`config.mk`:
```
export PLATFORM = sky130hd
export DESIGN_NAME = filtered_edge_detector
export DESIGN_NICKNAME = d
export VERILOG_FILES = /design/src/rtl/filtered_edge_detector.sv
export SDC_FILE = /design/constraint.sdc
export NUM_CORES = 1
export LEC_CHECK = 0
export ABC_CLOCK_PERIOD_IN_PS = 2300
export BUFFER_PORTS_ARGS = -buffer_cell sky130_fd_sc_hd__buf_2
export CORE_MARGIN = 2
export CORE_UTILIZATION = 48
export DETAILED_ROUTE_END_ITERATION = 12
export PLACE_DENSITY = 0.75
export SLEW_MARGIN = 10
export SYNTH_ARGS = -nofsm -noshare
export SYNTH_HDL_FRONTEND = slang
export SYNTH_SLANG_ARGS = --single-unit
export TNS_END_PERCENT = 1
```
`constraint.sdc`:
```
create_clock -name clk -period 2.3 [get_ports clk]
set_clock_uncertainty 0.15 [all_clocks]
set_input_delay 0.575 -clock clk [delete_from_list [all_inputs] [get_ports clk]]
set_output_delay 0.575 -clock clk [all_outputs]
set_load 0.03 [all_outputs]
```
`src/rtl/filtered_edge_detector.sv`:
```
// Multi-channel synchronizer, debounce filter and mode-qualified edge detector with a saturating event counter.
// d_filt/rise/fall/edge_detect update SYNC_STAGES+FILTER_LEN-1 edges after a stable input change is first sampled.
module filtered_edge_detector #(
  parameter int NUM_CH      = 2,
  parameter int SYNC_STAGES = 2,
  parameter int FILTER_LEN  = 3,
  parameter int RESET_LEVEL = 1,
  parameter int CNT_W       = 8
) (
  input  logic              clk,
  input  logic              n_rst,
  input  logic [NUM_CH-1:0] d_in,
  input  logic [1:0]        mode,
  input  logic              clr_count,
  output logic [NUM_CH-1:0] d_filt,
  output logic [NUM_CH-1:0] edge_detect,
  output logic [NUM_CH-1:0] rise,
  output logic [NUM_CH-1:0] fall,
  output logic [CNT_W-1:0]  edge_count
);

  localparam int             FCW       = $clog2(FILTER_LEN + 1);
  localparam logic [FCW-1:0] FILT_LAST = FCW'(FILTER_LEN - 1);
  localparam logic           RST_BIT   = 1'(RESET_LEVEL);

  localparam logic [1:0] MODE_ANY  = 2'b00;
  localparam logic [1:0] MODE_RISE = 2'b01;
  localparam logic [1:0] MODE_FALL = 2'b10;

  logic [SYNC_STAGES-1:0][NUM_CH-1:0] sync_q;
  logic [NUM_CH-1:0]                  s;
  logic [NUM_CH-1:0][FCW-1:0]         cnt_q, cnt_d;
  logic [NUM_CH-1:0]                  filt_q, filt_d;
  logic [NUM_CH-1:0]                  rise_q, rise_d, fall_q, fall_d, edet_q, edet_d;
  logic [CNT_W-1:0]                   ecnt_q, ecnt_d;

  always_ff @(posedge clk or negedge n_rst) begin
    if (!n_rst) begin
      sync_q <= {(SYNC_STAGES*NUM_CH){RST_BIT}};
    end else begin
      sync_q <= {sync_q[SYNC_STAGES-2:0], d_in};
    end
  end

  assign s = sync_q[SYNC_STAGES-1];

  // The level flips on the FILTER_LEN-th consecutive mismatching cycle; any match restarts the count.
  always_comb begin
    cnt_d  = cnt_q;
    filt_d = filt_q;
    for (int i = 0; i < NUM_CH; i++) begin
      if (s[i] == filt_q[i]) begin
        cnt_d[i] = '0;
      end else if (cnt_q[i] == FILT_LAST) begin
        filt_d[i] = s[i];
        cnt_d[i]  = '0;
      end else begin
        cnt_d[i] = cnt_q[i] + 1'b1;
      end
    end
  end

  always_comb begin
    rise_d = filt_d & ~filt_q;
    fall_d = ~filt_d & filt_q;
    case (mode)
      MODE_ANY:  edet_d = rise_d | fall_d;
      MODE_RISE: edet_d = rise_d;
      MODE_FALL: edet_d = fall_d;
      default:   edet_d = '0;
    endcase
  end

  // Counts in step with the registered pulse, so a clear on the same edge wins.
  always_comb begin
    ecnt_d = ecnt_q;
    if (clr_count) begin
      ecnt_d = '0;
    end else if ((|edet_d) && (ecnt_q != {CNT_W{1'b1}})) begin
      ecnt_d = ecnt_q + 1'b1;
    end
  end

  always_ff @(posedge clk or negedge n_rst) begin
    if (!n_rst) begin
      cnt_q  <= '0;
      filt_q <= {NUM_CH{RST_BIT}};
      rise_q <= '0;
      fall_q <= '0;
      edet_q <= '0;
      ecnt_q <= '0;
    end else begin
      cnt_q  <= cnt_d;
      filt_q <= filt_d;
      rise_q <= rise_d;
      fall_q <= fall_d;
      edet_q <= edet_d;
      ecnt_q <= ecnt_d;
    end
  end

  assign d_filt      = filt_q;
  assign rise        = rise_q;
  assign fall        = fall_q;
  assign edge_detect = edet_q;
  assign edge_count  = ecnt_q;

endmodule
```
# Yosys cells after proc, flatten, opt, wreduce, memory -nomap -nowiden
# Index checks and enable logic that the tools add are counted.
[totals] register_bits=24 input_bits=7 output_inout_bits=16 elab_cells=39
[op_classes] addsub=3 eq_ne=7 mux=11 bitwise=5 reduce_logical=4
[op_table] operator="$mux 8" count=2
[op_table] operator="$add 8x1->8 const B" count=1
[op_table] operator="$mux 2" count=4
[op_table] operator="$ne 8x8->1 const B" count=1
[op_table] operator="$eq 2x2->1 const B" count=3
[op_table] operator="$pmux 2 s3" count=1
[op_table] operator="$add 2x1->2 const B" count=2
[op_table] operator="$and 2x2->2" count=2
[op_table] operator="$mux 1" count=4
[op_table] operator="$not 2->2" count=2
[op_table] operator="$eq 1x1->1" count=2
[op_table] operator="$eq 2x1->1 const B" count=1
[op_table] operator="$logic_not 2->1" count=1
[op_table] operator="$or 2x2->2" count=1
[op_table] operator="$reduce_bool 2->1" count=1
[op_table] operator="$reduce_or 2->1" count=1
[op_table] operator="$logic_and 1x1->1" count=1

# Longest topological paths before layout
# Gate-level depths: netlist of run 1.
[depth] depth_word=11 mapped_depth=9 ltp_nobuf=9

# Worst setup path after synthesis of run 1
# OpenSTA, ideal clock, no wires.
[synth_timing] kind="reg-to-reg" start="reg filt_q[1] (netlist: d_filt[1])" end="reg ecnt_q[3] (netlist: edge_count[3])" setup_ns=0.128 arrival_time_ns=2.066 required_ns=2.022 path_slack_ns=-0.043 stages_incl_launch_ff=8 path_buffers=0 period_less_slack_ns=2.343 path_cell_list="dfstp_2 mux2i_1 inv_1 ha_1 nor2b_1 o31a_4 a221oi_2 mux2_1"
[synth_between] elab_chain_cells=9 elab_cells_between_ends=12 cone_classes="eq/ne (1); mux (3); bitwise (5); reduce/logical (3)"
[synth_lines] element="start: declaration" line_no="33" rtl="logic [NUM_CH-1:0] filt_q, filt_d;"
[synth_lines] element="start signal: assignment" line_no="87" rtl="filt_q <= {NUM_CH{RST_BIT}};"
[synth_lines] element="start signal: assignment" line_no="94" rtl="filt_q <= filt_d;"
[synth_lines] element="$mux 1 or $eq 1x1->1 (tied branches)" line_no="54, 52"
[synth_lines] element="$mux 1 *" line_no="52" rtl="if (s[i] == filt_q[i]) begin"
[synth_lines] element="net filt_d[1]" line_no="33"
[synth_lines] element="$not 2->2" line_no="65" rtl="fall_d = ~filt_d & filt_q;"
[synth_lines] element="$and 2x2->2" line_no="65"
[synth_lines] element="$or 2x2->2" line_no="67" rtl="MODE_ANY: edet_d = rise_d | fall_d;"
[synth_lines] element="$pmux 2 s3 *" line_no="66" rtl="case (mode)"
[synth_lines] element="$reduce_or 2->1 *" line_no="79" rtl="end else if ((|edet_d) && (ecnt_q != {CNT_W{1'b1}})) begin"
[synth_lines] element="$logic_and 1x1->1 *" line_no="79"
[synth_lines] element="$reduce_bool 2->1 (no source line) *"
[synth_lines] element="end signal: assignment" line_no="98" rtl="ecnt_q <= ecnt_d;"
[synth_lines] element="end: declaration" line_no="35" rtl="logic [CNT_W-1:0] ecnt_q, ecnt_d;"
# The timed path passes the listed nets; every way through them passes the cells marked *.
# A chain may end at the register's enable or synchronous reset.

# Worst setup path in the final report of run 1
[layout_timing] start="reg cnt_q[2] in the netlist's numbering" end="reg ecnt_q[3] (netlist: edge_count[3])"
[layout_between] elab_chain_cells=10 elab_cells_between_ends=11 cone_classes="eq/ne (1); mux (3); bitwise (4); reduce/logical (3)"
[layout_lines] element="start: declaration" line_no="32" rtl="logic [NUM_CH-1:0][FCW-1:0] cnt_q, cnt_d;"
[layout_lines] element="start signal: assignment" line_no="93" rtl="cnt_q <= cnt_d;"
[layout_lines] element="$eq 2x2->1 *" line_no="54" rtl="end else if (cnt_q[i] == FILT_LAST) begin"
[layout_lines] element="$mux 1 *" line_no="54"
[layout_lines] element="$mux 1 *" line_no="52"
[layout_lines] element="net filt_d[1]" line_no="33"
[layout_lines] element="$not 2->2" line_no="65"
[layout_lines] element="$and 2x2->2" line_no="65"
[layout_lines] element="$or 2x2->2" line_no="67"
[layout_lines] element="$pmux 2 s3 *" line_no="66"
[layout_lines] element="$reduce_or 2->1 *" line_no="79"
[layout_lines] element="$logic_and 1x1->1 *" line_no="79"
[layout_lines] element="$reduce_bool 2->1 (no source line) *"
# Marked as above.

==> results of run 1 <==
worst paths after layout:
kind | start | to | slack, ns | depth (start not counted)
max reg2reg | cnt_q[2]$_DFF_PN0_ | edge_count[3]$_DFFE_PN0P_ | -0.19 | 8
min reg2reg | sync_q[1]$_DFF_PN1_ | s[1]$_DFF_PN1_ | 0.22 | 0
max in group asynchronous | n_rst | s[0]$_DFF_PN1_ | 1.56 | 1
min in group clk | d_in[1] | sync_q[1]$_DFF_PN1_ | 0.20 | 1
min | n_rst | cnt_q[3]$_DFF_PN0_ | 0.07 | 1
max | cnt_q[2]$_DFF_PN0_ | edge_count[3]$_DFFE_PN0P_ | -0.19 | 8
where the power goes:
part	switching, W	internal [W]
Combinational	0.000314	0.000261
Sequential	0.0000825	0.000530
Clock	0.000119	0.0000965
cell families after synthesis:
group / after synthesis
multiplexers: 9
AND/OR/NAND/NOR: 35
buffers and inverters: 8
XOR/XNOR: 1
AO/OA/AOI/OAI: 15
flip-flops: 24
adder cells (fa/ha/maj): 3
final cells by class:
type	count	share of cell area, %
multi-input combinational	63	38.4
inverter	7	1.87
sequential	24	43.2
tap	28	2.49
clock buffer	4	2.58
timing repair buffer	29	11.5
flip-flops by register name (all words and copies together), names as in the netlist:
register,flops
s,2
cnt_q,4
fall,2
d_filt,2
rise,2
edge_count,8
edge_detect,2
sync_q,2
metrics by stage:
step | cell area [um2] | total power [W] | setup slack (ns)
global placement | 1330 | 0.00112 | -0.0720
detailed placement | 1330 | 0.00115 | -0.168
floorplan | 1150 | 0.000961 | -0.0431
CTS | 1370 | 0.00137 | -0.160
global route | 1410 | 0.00150 | -0.300
finish | 1410 | 0.00140 | -0.194
cells in the final DEF, fill, tap and decap left out, types with 2 or more instances in the layout:
cell type and n:
buf_4 7, nor3b_2 2, nand2_1 2, nor2b_4 2
mux2_1 4, buf_2 22, nand2b_1 5, inv_1 6
mux2_2 2, a211oi_1 4, dfstp_2 6, a21oi_1 3
clkbuf_4 3, nor2b_1 7, a211oi_2 2, nand3_1 3
ha_1 3, dfrtp_1 18, nor2_1 7
worst max-delay path: stages, from the launching register on:
cell	delay, ns
dfrtp_1	0.44
nor2b_4	0.14
mux2i_2	0.23
inv_1	0.08
ha_1	0.26
nor2b_1	0.13
o31a_4	0.32
a221oi_4	0.30
mux2_4	0.32
metal layers:
| layer | vias to the layer above | GRT usage (%) |
|---|---|---|
| li1 | 395 | - |
| met1 | 410 | 20.6 |
| met2 | 16 | 30.0 |
| met3 | 2 | 2.82 |
| met4 | 0 | 8.12 |
| met5 | - | 0 |
what timing repair did:
item                       4_1_cts  5_1_grt
setup endpoints to repair        8        8
setup buffers                    0        2
pin swaps                        2        1
hold buffers                     0        0
gates resized for setup          1        4
==> flow_results.org, run 1 <==
** Global routing
- The via count of the first global-routing pass was 806.
- Global-route wire length before repair :: 3500 um
- After global routing the overflow that remains totals 0.
- Pin count of the biggest net entering global routing :: 25
- Initial antenna violation count :: 0
- Global routing used 17.2% of the available tracks across all layers.

** Detailed routing
- Met3 routed WL :: 88 um
- Met2 routed wirelength :: 1050 um
- In the final routed layout, each cell accounts on average for 13.0 um.
- Before antenna repair, the detailed router went through 2 iterations.
- The detailed router put a total of 869 um of wire on met1.
- Routed signal wires occupy layers up through met4.
- Overall via count from detail_route :: 823
- In the routed design, unresolved DRC markers number 0.
- Total wire length :: 2020 um
- First DRT Iteration DRCs :: 5
- In this run the remaining antenna-violating nets after routing total 0.
- Dividing the detail-routed via count by the number of cells gives 5.31.

** Worst setup path
- STA classifies the critical path endpoint as a register.
- Critical setup path kind :: reg -> reg
- In this run the worst path has a maximum fanout of 7.
- STA puts the critical path data arrival time at 2.55 ns.
- WP data required :: 2.36 ns
- Type of origin of the critical path :: register

** Logic synthesis
- Number of distinct standard cells referenced by the synthesized netlist :: 33
- The commonest cells after synthesis are 18 x dfrtp_1, 8 x nor2b_1, 7 x nor2_1, 6 x dfstp_2, 6 x inv_1.
- Area of the mapped netlist :: 0.00115 mm2
- Post-synth EDFFs :: 0
- Yosys instantiated no cell more often than dfrtp_1.
- Compound-Gate Fraction of Synth Area :: 13.0%
- Counting flops and latches in the post-synthesis netlist gives 24.
- Post-synthesis net count :: 105
- During synthesis, Yosys emitted a total of 0 warnings.
- Share of cell area taken by muxes after synthesis :: 8.58%
- Largest family of logic cells by synthesized area :: simple AND/OR/NAND/NOR gates
- Among all flip-flop cells after synthesis, the most frequent one is dfrtp_1.
- Mean Syn Cell Area :: 12.1 um2
- Of all flip-flops after synthesis, the portion carrying an async set or reset was 100%.
- Of all cell types, the one taking the most synthesized area is dfrtp_1.
- Sequential elements use 52.8% of the synthesized area.
- In this run the biggest area consumer among cell types represents 39.1% of the synthesized area.
- Of the total synthesized cell area, the portion taken by XOR and XNOR cells is 0.760%.
- Summing the areas of all fa, ha and maj instances in the mapped netlist gives 3.26% of the synthesized area.
- Area fraction in and, or, nand and nor cells after synthesis :: 19.0%
- Synth top area cells :: dfrtp_1 39%, dfstp_2 14%, mux2_1 4.9%, nor2b_1 4.3%, ha_1 3.3%
- Gate count of the mapped netlist :: 95

** Timing
- At the pin with the least slew margin, the transition time is 0.521 ns.
- In the final timing run, aggregate negative setup slack is -0.844 ns.
- Setup violations remaining at the end of the flow were counted as 8.
- Worst hold slack across all endpoints :: 0.0717 ns
- The final critical path takes up 108% of the cycle.
- Highest clock rate :: 401 MHz
- The max-slew violation count came to 0.
- The worst pin sits at a relative slew slack of 65.3%.
- Setup repair after global routing missed its margin :: yes
- For the finished layout, the period the worst path requires is 2.49 ns.
- Final hold violation count :: 0
- In the post-route analysis, the smallest setup slack over all paths is -0.194 ns.

** Layout
- Fin cells :: 155
- Summing all multi-input logic gate instances after layout gives 541 um2.
- Across the whole layout, storage elements account for 608 um2.
- Cells fill 63.1% of the core in the end.
- Number of filler instances in the final layout :: 172
- Layout overhead on the synthesized area :: 22.3%
- N_diodes :: 0
- Layout Nets :: 138
- Layout cells sized above 1 :: 42.5%

** Floorplanning
- The die is 53.0 um tall.
- The floorplan has 17 rows.
- Boundary pin count :: 23
- The total area inside the core boundary comes to 0.00223 mm2.
- The initial utilization of the core area, before any placement, comes to 51.6%.
- Die area :: 0.00281 mm2
- The die is 53.0 um wide.

** Place
- Weighted congestion at the end of routability-driven global placement :: 0.819
- After detailed placement, the design holds a cell count of 149.
- In this run the tool buffered the top-level ports with 22 buffer cells.
- Final HPWL DP :: 1490 um

** CTS
- Clock tree buffer depth :: 2
- Clock-pin slew was measured on the worst setup and hold paths at 0.13 ns.
- Number of clock sinks :: 24
- Clock root buffer :: clkbuf_4
- Clock H-tree levels :: 1
- TritonCTS clock tree :: yes
- In this run, CTS created clock tree buffers numbering 3.
- Clock latency on the worst-skew pair, taken at its later pin, is 0.30 ns.

** Run
- Across the run, the number of max-cap violations was 0.

** Pwr
- IR analysis of the VDD net gives a maximum drop of 0.500 mV.
- Leak pwr :: 0.667 nW
- Dividing total power by cell area gives a power density of 996 mW/mm2.

** Run status
- The final reports fail on setup timing.
- Result of the run :: finished with violations

** Worst hold path
- Classification of the worst-slack hold path :: in -> async
Note: power is estimated with default switching activity, not from simulation.
==> run 2, diff against run 1 <==
- CORE_UTILIZATION: 48 -> 40
- CTS_BUF_LIST: unset -> sky130_fd_sc_hd__clkbuf_8
- CTS_CLUSTER_SIZE: unset -> 40
- PLACE_DENSITY: 0.75 -> 0.64
==> run 2 against run 1 <==
Against the previous run:
- the flow still finishes with violations (setup timing)
- combinational power shrank 9.0%
- sequential share of layout area down 0.23 points
- critical endpoint unchanged
- clock-buffer cell count shrank 1
- hold slack better by 0.063 ns
==> flow_results.org, run 2 (synthesis gave the netlist of run 1 again) <==
** Detailed routing
- The total vias in the final route is 811 (-1.5%).
- The number of nets with antenna violations after routing is 0 (unchanged).
- Number of detailed-routing iterations run before antenna repair :: 4 (+2)
- Vias/cell :: 5.23 (-1.5%)
- First DRT Iteration DRCs :: 24 (+19)
- The average routed wire per standard cell is 12.9 um (-0.99%).
- The post-route DRC violation count is 0 (unchanged).
- Total wire length :: 2000 um (-0.99%)

** Run
- Number of violations of the max-capacitance limit :: 0 (unchanged)

** Global routing
- GR met2 Demand/Resource :: 22.2% (-7.8 points)
- GRT Overall Usage :: 13.5% (-3.7 points)
- Pin count of the biggest net entering global routing :: 25 (unchanged)
- Initial antenna violation count :: 0 (unchanged)
- The layer flagged by global routing as most heavily used is met2.
- GRT met3 Usage :: 2.68% (-0.15 points)
- Via count of the first global-routing pass :: 780 (-3.2%)
- Remaining global-route overflow :: 0 (unchanged)
- The global-route wire length before repair came to 3480 um (-0.60%).
- GRT met1 Usage :: 18.1% (-2.4 points)

** Layout
- Layout overhead on the synthesized area :: 22.9%
- The final layout net count came to 135 (-2.2%).
- Number of flip-flops under the largest register name :: 8 (unchanged)
- The fraction of layout cells with a size suffix above 1 came to 40.3% (-2.2 points).
- Final Util :: 51.4% (-12 points)
- The library cells used most frequently in the layout, excluding fill and tap cells, are 22 x buf_2, 18 x dfrtp_1, 7 x nor2b_1, 7 x nor2_1.
- N_diodes :: 0 (unchanged)
- The library cell used most frequently in the layout, excluding fill and tap cells, is buf_2.

** Floorplanning
- Die Height :: 57.7 um (+8.8%)
- The number of top-level design ports is 23 (unchanged).
- The number of core rows was 19 (+2).
- The effective utilization at floorplan is 41.8% (-9.8 points).
- Die area :: 0.00333 mm2 (+18%)
- X dimension of the die :: 57.7 um (+8.8%)
- Placeable core region :: 0.00276 mm2 (+23%)

** Timing
- Max-slew violation count :: 0 (unchanged)
- The final-layout worst hold slack is 0.134 ns (+0.0626 ns).
- The final count of hold timing violations was 0 (unchanged).
- Time the worst path needs with I/O delays and setup :: 2.44 ns (-0.0531 ns)
- Actual transition at the worst max-transition pin :: 0.536 ns (+0.0155 ns)
- Slew Limit Headroom :: 64.2% (-1.0 points)
- Share of the clock period used by the worst path after layout :: 106% (-2.3 points)
- Post-route setup slack :: -0.141 ns (+0.0531 ns)
- The achievable clock frequency came to 410 MHz (+2.2%).
- The number of setup violations in the final report is 7 (-1).
- Setup repair after global routing could not meet its margin everywhere.

** CTS
- The number of hold-repair buffers added at the cts stage is 0 (unchanged).
- Clock H-tree levels :: 1 (unchanged)
- The tree is rooted in a clkbuf_8.
- Cts bufs inserted :: 3 (unchanged)
- Clock latency of the later-clocked register in the worst-skew pair :: 0.26 ns (-0.04 ns)
- Number of clock sinks :: 24 (unchanged)
- The clock-pin slew on the worst setup and hold paths is 0.08 ns (-0.05 ns).
- The clock tree buffer depth came to 2 (unchanged).
- TritonCTS built the clock tree.

** Place
- The final weighted congestion in routability-driven placement was 0.775 (-5.4%).
- The final HPWL from detailed placement was 1430 um (-3.9%).
- Number of I/O port buffers :: 22 (unchanged)

** Worst setup path
- Kind of end point of the critical path :: register
- Critical setup path kind :: reg -> reg
- The worst-path maximum fanout was 8 (+1).
- Data arrival time at the worst-slack endpoint :: 2.44 ns (-0.11 ns)
- The worst setup path is launched from a register.
- WP data required :: 2.30 ns (-0.06 ns)

** Pwr
- Leak pwr :: 0.665 nW (-0.37%)
- The ratio of total power to cell area is 1050 mW/mm2 (+5.8%).
- Max IR drop VDD :: 0.753 mV (+51%)

** Worst hold path
- Classification of the worst-slack hold path :: in -> async

** Run status
- Violations in the final reports :: setup timing
- The flow ran to the end, but the final reports show violations.
[run 2: where the power goes]
group / internal (W) / leakage [nW] / switching [W]
Sequential: 0.000530 / 0.306 / 0.0000741
Combinational: 0.000221 / 0.323 / 0.000303
Clock: 0.000232 / 0.0357 / 0.000132
Total: 0.000983 / 0.665 / 0.000509
[run 2: path summary, 6_finish.rpt]
kind	cells past startpoint	end	slack [ns]	start
max in group asynchronous	1	d_filt[0]$_DFF_PN1_	1.50	n_rst
max	8	edge_count[3]$_DFFE_PN0P_	-0.14	cnt_q[2]$_DFF_PN0_
max reg2reg	8	edge_count[3]$_DFFE_PN0P_	-0.14	cnt_q[2]$_DFF_PN0_
min reg2reg	0	s[0]$_DFF_PN1_	0.21	sync_q[0]$_DFF_PN1_
min in group clk	0	s[0]$_DFF_PN1_	0.21	sync_q[0]$_DFF_PN1_
min	1	cnt_q[3]$_DFF_PN0_	0.13	n_rst
[run 2: what timing repair did]
item,CTS,global route
buffers inserted,1,0
resized for setup,0,3
setup endpoints to repair,7,8
pin swaps,1,1
[run 2: metrics by stage]
stage,TNS (ns),cell area [um2],std cells,total power [W],setup WS [ns]
after floorplan,-0.0528,1150,95,0.000961,-0.0431
after global placement,-0.297,1320,150,0.00110,-0.0897
after detailed placement,-0.577,1320,150,0.00112,-0.142
after CTS,-0.645,1400,155,0.00150,-0.173
after global routing,-1.65,1420,155,0.00159,-0.297
final,-0.447,1420,155,0.00149,-0.141
[run 2: critical path: stages (launching register included)]
cell and delay, ns:
dfrtp_1 0.40, nor2b_2 0.12, mux2i_1 0.23, inv_1 0.09
ha_1 0.26, nor2b_1 0.13, o31a_4 0.33, a221oi_4 0.29
mux2_4 0.33
[run 2: final cells by class]
cell class / count / area [um2]
Multi-Input combinational cell: 63 / 532
Fill cell: 253 / 1340
Sequential cell: 24 / 608
Inverter: 7 / 26.3
Clock buffer: 3 / 41.3
Tap cell: 31 / 38.8
Clock inverter: 1 / 30.0
Timing Repair Buffer: 26 / 140
[run 2: layer usage]
metal	share of wire (%)	vias up	routed length [um]
li1	-	391	-
met1	47	392	941
met2	47	26	940
met3	5.5	2	111
met4	0.40	0	8
met5	0	-	0
